**src/rtl/adsr_env.sv**
```systemverilog
// adsr_env: ADSR envelope generator stepped by a divided-clock tick strobe.
// Gate edges are detected every clk against a registered copy of gate; the
// envelope level only moves on clocks where tick is high.
// Build option: define ENV_EXP_RELEASE_EN for an exponential release
// (step = max(env >> REL_SHIFT, 1)); otherwise release is linear by release_step.
//
// state   | meaning
// --------+-----------------------------------------------------------
// IDLE    | envelope parked at 0, waiting for a gate rise
// ATTACK  | ramping up by attack_step per tick until the top is reached
// DECAY   | ramping down by decay_step per tick toward sustain_level
// SUSTAIN | following sustain_level until the gate falls
// RELEASE | ramping down to 0, then back to IDLE with a done pulse
module adsr_env #(
  parameter int W         = 16,
  parameter int REL_SHIFT = 4
) (
  input  logic         clk,
  input  logic         rst,
  input  logic         tick,
  input  logic         gate,
  input  logic [W-1:0] attack_step,
  input  logic [W-1:0] decay_step,
  input  logic [W-1:0] sustain_level,
  input  logic [W-1:0] release_step,
  output logic [W-1:0] env,
  output logic [2:0]   stage,
  output logic         active,
  output logic         done
);

  typedef enum logic [2:0] {
    IDLE    = 3'd0,
    ATTACK  = 3'd1,
    DECAY   = 3'd2,
    SUSTAIN = 3'd3,
    RELEASE = 3'd4
  } state_t;

  state_t       state_q;
  state_t       state_nxt;
  logic [W-1:0] env_nxt;
  logic         done_nxt;
  logic         gate_q;
  logic         gate_rise;
  logic         gate_fall;
  logic [W:0]   att_sum;
  logic [W:0]   dec_diff;
  logic [W-1:0] rel_step;

  assign gate_rise = gate & ~gate_q;
  assign gate_fall = ~gate & gate_q;

  // One extra bit on both sides so saturation and underflow are plain carry/borrow checks.
  assign att_sum  = {1'b0, env} + {1'b0, attack_step};
  assign dec_diff = {1'b0, env} - {1'b0, decay_step};

`ifdef ENV_EXP_RELEASE_EN
  logic [W-1:0] rel_shifted;

  // Proportional step, floored at 1 so the tail still reaches 0.
  assign rel_shifted = env >> REL_SHIFT;
  assign rel_step    = (rel_shifted == '0) ? {{(W-1){1'b0}}, 1'b1} : rel_shifted;
`else
  assign rel_step = release_step;
`endif

  assign stage = state_q;

  // State, level and strobe registers; reset acts immediately, without a clock.
  always_ff @(posedge clk or posedge rst) begin
    if (rst) begin
      state_q <= IDLE;
      env     <= '0;
      active  <= 1'b0;
      done    <= 1'b0;
      gate_q  <= 1'b0;
    end else begin
      state_q <= state_nxt;
      env     <= env_nxt;
      active  <= (state_nxt != IDLE);
      done    <= done_nxt;
      gate_q  <= gate;
    end
  end

  // Next state and level: gate edges take priority over a tick in the same clock.
  always_comb begin
    state_nxt = state_q;
    env_nxt   = env;
    done_nxt  = 1'b0;
    case (state_q)
      IDLE, ATTACK, DECAY, SUSTAIN, RELEASE: begin
        if (gate_rise) begin
          // Retrigger continues from the current level rather than restarting at 0.
          state_nxt = ATTACK;
        end else if (gate_fall && (state_q == ATTACK || state_q == DECAY ||
                                   state_q == SUSTAIN)) begin
          state_nxt = RELEASE;
        end else begin
          case (state_q)
            IDLE: begin
              env_nxt = '0;
            end
            ATTACK: begin
              if (tick && attack_step != '0) begin
                if (att_sum[W]) begin
                  env_nxt   = '1;
                  state_nxt = DECAY;
                end else begin
                  env_nxt = att_sum[W-1:0];
                end
              end
            end
            DECAY: begin
              // A zero step stalls here even if env already sits at or below sustain.
              if (tick && decay_step != '0) begin
                if (dec_diff[W] || dec_diff[W-1:0] <= sustain_level) begin
                  env_nxt   = sustain_level;
                  state_nxt = SUSTAIN;
                end else begin
                  env_nxt = dec_diff[W-1:0];
                end
              end
            end
            SUSTAIN: begin
              if (tick) begin
                env_nxt = sustain_level;
              end
            end
            RELEASE: begin
              if (tick && rel_step != '0) begin
                if (rel_step >= env) begin
                  env_nxt   = '0;
                  state_nxt = IDLE;
                  done_nxt  = 1'b1;
                end else begin
                  env_nxt = env - rel_step;
                end
              end
            end
            default: begin
              state_nxt = IDLE;
              env_nxt   = '0;
            end
          endcase
        end
      end
      default: begin
        // Encodings 5..7 are never produced; recover cleanly if one ever appears.
        state_nxt = IDLE;
        env_nxt   = '0;
      end
    endcase
  end

endmodule

```
**config.mk**
```make
export PLATFORM = sky130hd
export DESIGN_NAME = adsr_env
export DESIGN_NICKNAME = d
export VERILOG_FILES = /design/src/rtl/adsr_env.sv
export SDC_FILE = /design/constraint.sdc
export NUM_CORES = 1
export LEC_CHECK = 0
export ABC_CLOCK_PERIOD_IN_PS = 4400
export CORE_MARGIN = 4
export CORE_UTILIZATION = 49
export CTS_CLUSTER_DIAMETER = 100
export DETAILED_ROUTE_END_ITERATION = 8
export PLACE_DENSITY = 0.92
export SETUP_SLACK_MARGIN = 0.5
export SYNTH_ARGS = -nofsm -noshare
export SYNTH_HDL_FRONTEND = slang
export SYNTH_SLANG_ARGS = --single-unit
```
**constraint.sdc**
```tcl
create_clock -name clk -period 4.4 [get_ports clk]
set_input_delay 0.88 -clock clk [delete_from_list [all_inputs] [get_ports clk]]
set_output_delay 0.88 -clock clk [all_outputs]
set_load 0.005 [all_outputs]
```
# --- Word-level counts from Yosys, hierarchy flattened ---
# Index checks and enable logic that the tools add are counted.
word_totals:
  regBits: 22
  wordCells: 66
  input_bits: 68
op_classes:
  bitwise_logic: 4
  n_lt_le_gt_ge: 2
  muxes: 27
  reduce_logical: 15
  add_sub_neg: 3
  n_eq_ne: 10
op_table:
  columns: ["operator", "n"]
  rows:
  - ["$mux W16", 10]
  - ["$pmux W16 S4", 1]
  - ["$reduce_bool A16 Y1", 3]
  - ["$mux W3", 9]
  - ["$add A16 B16 Y17", 1]
  - ["$sub A16 B16 Y17", 1]
  - ["$ge A16 B16 Y1", 1]
  - ["$le A16 B16 Y1", 1]
  - ["$sub A16 B16 Y16", 1]
  - ["$ne A3 B3 Y1 const B", 4]
  - ["$pmux W3 S4", 1]
  - ["$eq A3 B2 Y1 const B", 2]
  - ["$mux W1", 6]
  - ["$reduce_and A6 Y1", 1]
  - ["$reduce_or A5 Y1", 1]
  - ["$logic_and A1 B1 Y1", 4]
  - ["$ne A2 B2 Y1 const B", 2]
  - ["$eq A3 B1 Y1 const B", 1]
  - ["$eq A3 B3 Y1 const B", 1]
  - ["$logic_not A3 Y1", 1]
  - ["$logic_or A1 B1 Y1", 3]
  - ["$reduce_bool A3 Y1", 1]
  - ["$and A1 B1 Y1", 2]
  - ["$not A1 Y1", 2]
  - ["$reduce_or A2 Y1", 1]

# --- Logic depth before layout (Yosys ltp) ---
logic_depth:
  depth_word: 10
  mapped_depth: 18
  mapped_depth_nobuf: 18

# --- Least setup slack after synthesis ---
# Ideal clock, no wire load.
synth_timing:
  path_kind: "input to register"
  from: "input decay_step[0]"
  to: "register env[3]"
  arrival_ps: 4591
  setup_time_ps: 126
  n_path_buf: 0
  path_stages: 15
  required_ps: 4274
  setup_slack_ps: -317
  path_cell_list: "ha_1 > fa_1 > nor2b_1 > o31a_1 > o21ai_2 > o31ai_1 > a31oi_1 > xnor2_1 > ha_1 > nand4_2 > or4b_4 > o221ai_4 > nand3_4 > mux2_1 > a221o_1"
synth_via:
  elab_chain_len: 9
  elab_cells_between_ends: 13
  classes_between: "add/sub: 1; order compare: 1; eq/ne: 1; mux: 6; reduce/logical: 4"
synth_lines:
  columns: ["item", "line_no", "source"]
  rows:
  - ["start, declared", "23", "input logic [W-1:0] decay_step,"]
  - ["$sub A16 B16 Y17", "56", "assign dec_diff = {1'b0, env} - {1'b0, decay_step};"]
  - ["$le A16 B16 Y1", "118", "if (dec_diff[W] || dec_diff[W-1:0] <= sustain_level) begin"]
  - ["$logic_or A1 B1 Y1", "118", null]
  - ["$mux W16", "118", null]
  - ["$mux W16", "117", "if (tick && decay_step != '0) begin"]
  - ["$pmux W16 S4", "101", "case (state_q)"]
  - ["$mux W16", "97", "end else if (gate_fall && (state_q == ATTACK || state_q == DECAY ||"]
  - ["$mux W16", "94", "if (gate_rise) begin"]
  - ["$mux W16", "92", "case (state_q)"]
  - ["end signal, assigned", "80", "env <= env_nxt;"]
  - ["end, declared", "26", "output logic [W-1:0] env,"]
# Several ways; a longest one is shown, not always the timed one. The select of a mux whose other input is x is not followed.
# A chain may end at the register's enable or synchronous reset.

# --- Worst setup path in the final report ---
layout_timing:
  from: "input decay_step[3]"
  to: "register env[9]"
# Same word-level chain as after synthesis.

==> results.txt <==
R2R depth - 18
WL per Instance - 22.29 um
Post-synth EDFFs - 0
Commonest non-fill, non-tap cell in the layout - buf_4
Worst Tran Pin Value - 1.098 ns
DRT Pass-1 Iters - 9
Grt total ovfl - 0
Reg2reg end - env[9]$_DFFE_PP0P_
Tot Pwr - 3799 uW
Hold wc startpoint - env[0]$_DFFE_PP0P_
Setup crit end - env[9]$_DFFE_PP0P_
Vias/cell - 6.703
Clock-pin slew on the worst setup and hold paths - 0.09 ns
Die area - 0.01056 mm^2
Peak supply drop - 284.7 uV
Top post-synthesis cells by area - ha_1 (18%), dfrtp_1 (13%), inv_1 (5.8%)
Max Buffers Root-to-Sink - 2
DP Worst Slack - -0.7440 ns
Critical path type - input pin to flop
Avg Inst Size Synth - 7.761 um^2
DP HPWL - 12780 um
Core Region - 0.008721 mm^2
Largest area contributor in the synthesized netlist - ha_1
Fin crit period - 4.696 ns
Post-Syn Nets - 702
R2r startpoint - env[0]$_DFFE_PP0P_
Die X - 102.8 um
Initial Util - 50.46%
Met1 Use GR - 39.31%
CTS root buf - clkbuf_8
Crit path launch - decay_step[3]
Asr flop ratio synth - 100.0%
Maximum clock rate - 212.9 MHz
GRT met2 Usage - 60.63%
Static leakage - 0.003100 uW
Top-area cell type share of the netlist area - 18.20%
PwrDens - 562.7 mW/mm^2
Seq cells post-synth - 22
Filler cells - 541
Routed WL - 19430 um
Final Hold Fails - 0
Synth Warn # - 0
R2R Setup Slk - -0.19 ns
Largest net degree at the start of global routing - 23
Cell Rows - 34
Critical Path RT - 4.54 ns
Worst-Skew Late Latency - 0.28 ns
Remaining antenna violation count - 0
GPL Wtd Cong - 0.9698
First-pass GRT wire length - 28560 um
Ys flop type - dfrtp_1
Port buffer count - 88
Arr. time, crit path - 4.84 ns
Initial DRC Count - 898
Final nets - 900
Busiest layer in global routing - met2
CTS tree - yes
RSZ-0062 raised after global routing - true
Nature of the critical path endpoint - flop
Share of cells above drive strength 1 - 27.75%
Synthesis-to-finish area growth - 53.43%
Mapped Cells - 567
Vias post-DR - 5845
Startpoint Class - input pin
Final setup fails - 16
Post-route setup slack - -0.2963 ns
Cell variety after synth - 74
CP max FO - 7
Register area share after synthesis - 12.51%
Htree depth - 1
Status - complete, but fails checks
CTS Sinks - 22
Tcrit/Tclk final - 106.7%
Hold buffers post-CTS - 0
Vias in the first global route - 5825
DR DRC count - 1
Met3 Track Usage GR - 4.668%
Ant. Diodes - 0
Clock buffer count from CTS - 3
Global Route Usage Sum - 34.08%
Failing checks - design-rule violations, negative setup slack
Final clock skew - 0.006009 ns
Worst Hold Class - flop to flop
Slew Viols, Final - 0
Slew headroom - 26.41%
Top-level port count - 89
Netlist Area Pre-Place - 0.004400 mm^2
Commonest cells after routing, fill and taps aside - buf_4 (108), clkdlybuf4s50_1 (76), inv_1 (59), ha_1 (48), a21oi_1 (39)
Die H - 102.8 um
Initial antenna violation count - 0
Max cap viols - 0
registers in the layout, summed over array words and instances (netlist names):
name / count
active: 1
done: 1
gate_q: 1
env: 16
stage: 3
final cells by class:
type / count / area, um^2 / share of cell area, %
Inverter: 68 / 257.7 / 3.818
Clock buffer: 4 / 55.05 / 0.8154
Tap cell: 108 / 135.1 / 2.001
Multi-Input combinational cell: 463 / 3945 / 58.43
Sequential cell: 22 / 550.5 / 8.154
Timing Repair Buffer: 207 / 1808 / 26.78
worst min-delay path by stage:
stage / end / slack (ns) / depth (start not counted)
floorplan: env[12]$_DFFE_PP0P_ / 0.54 / 2
global placement: env[0]$_DFFE_PP0P_ / 0.58 / 1
detailed placement: env[0]$_DFFE_PP0P_ / 0.59 / 1
CTS: env[0]$_DFFE_PP0P_ / 0.61 / 1
global route: env[0]$_DFFE_PP0P_ / 0.68 / 1
finish: env[0]$_DFFE_PP0P_ / 0.64 / 1
metal layers:
metal	part of all wire, %	vias up
li1	-	2519
met3	11	151
met4	7.1	0
met2	47	480
met5	0	-
met1	35	2695
cell families (layout without fill, tap and decap cells):
family	Yosys count	in the layout	synth area share [%]
adder cells (fa/ha/maj)	67	67	19.56
multiplexers	16	16	3.895
AND/OR/NAND/NOR	159	159	20.19
flip-flops	22	22	12.51
buffers and inverters	82	279	7.222
XOR/XNOR	32	32	6.369
AO/OA/AOI/OAI	189	189	30.25
report_power, final:
group          internal (uW)  switching, uW  leakage, uW
clock                   80.2           75.7    0.0000288
sequential               259            113     0.000291
combinational           1640           1630      0.00278
critical path: stages:
cell and delay [ns]:
clkdlybuf4s15_1 0.22, inv_2 0.06, ha_4 0.26, o21a_1 0.12, o31a_1 0.20, o311ai_2 0.09, buf_4 0.16, o21a_2 0.24
buf_4 0.15, nand2_1 0.05, o211ai_1 0.13, ha_1 0.37, nand4_2 0.11, or4b_4 0.57, o221ai_4 0.31, nand3_4 0.21
buf_4 0.20, mux2_2 0.31, nand2_1 0.09, a31oi_1 0.10
synth_stat cells, drive strengths merged (3+ instances only):
library cell and count:
inv 68, ha 64, a21oi 42, nand2 36, o21ai 33, nor2 27, dfrtp 22, xnor2 22
o21a 17, nor3 15, o211ai 15, or4 13, nand3 12, a21o 11, nor2b 11, a31oi 10
xor2 10, mux2 9, nand2b 8, nand4 8, buf 7, clkbuf 7, mux2i 7, o21bai 6
a221oi 5, o31a 5, or2 5, a221o 4, a22oi 4, and3 4, nor4 4, or3 4
or4b 4, a222oi 3, a32oi 3, and2 3, fa 3, o221ai 3, o41ai 3
repair_timing:
item	4_1_cts	5_1_grt
setup buffers	39	7
pin swaps	43	29
resized for setup	84	30
endpoints found under the setup margin	17	17
cloned	0	0
metrics by stage:
stage / setup TNS [ns] / area, um^2 / utilization [%] / hold slack [ns] / cells
floorplan: -0.4509 / 4428 / - / 0.5449 / 567
CTS: -0.06397 / 6546 / 75.06 / 0.6094 / 865
global placement: -9.732 / 5929 / 67.99 / 0.5775 / 822
detailed placement: -11.34 / 5929 / 67.99 / 0.5922 / 822
global route: -5.139 / 6751 / 77.42 / 0.6759 / 872
finish: -3.386 / 6751 / 77.42 / 0.6437 / 872
Note: power is estimated with default switching activity, not from simulation.
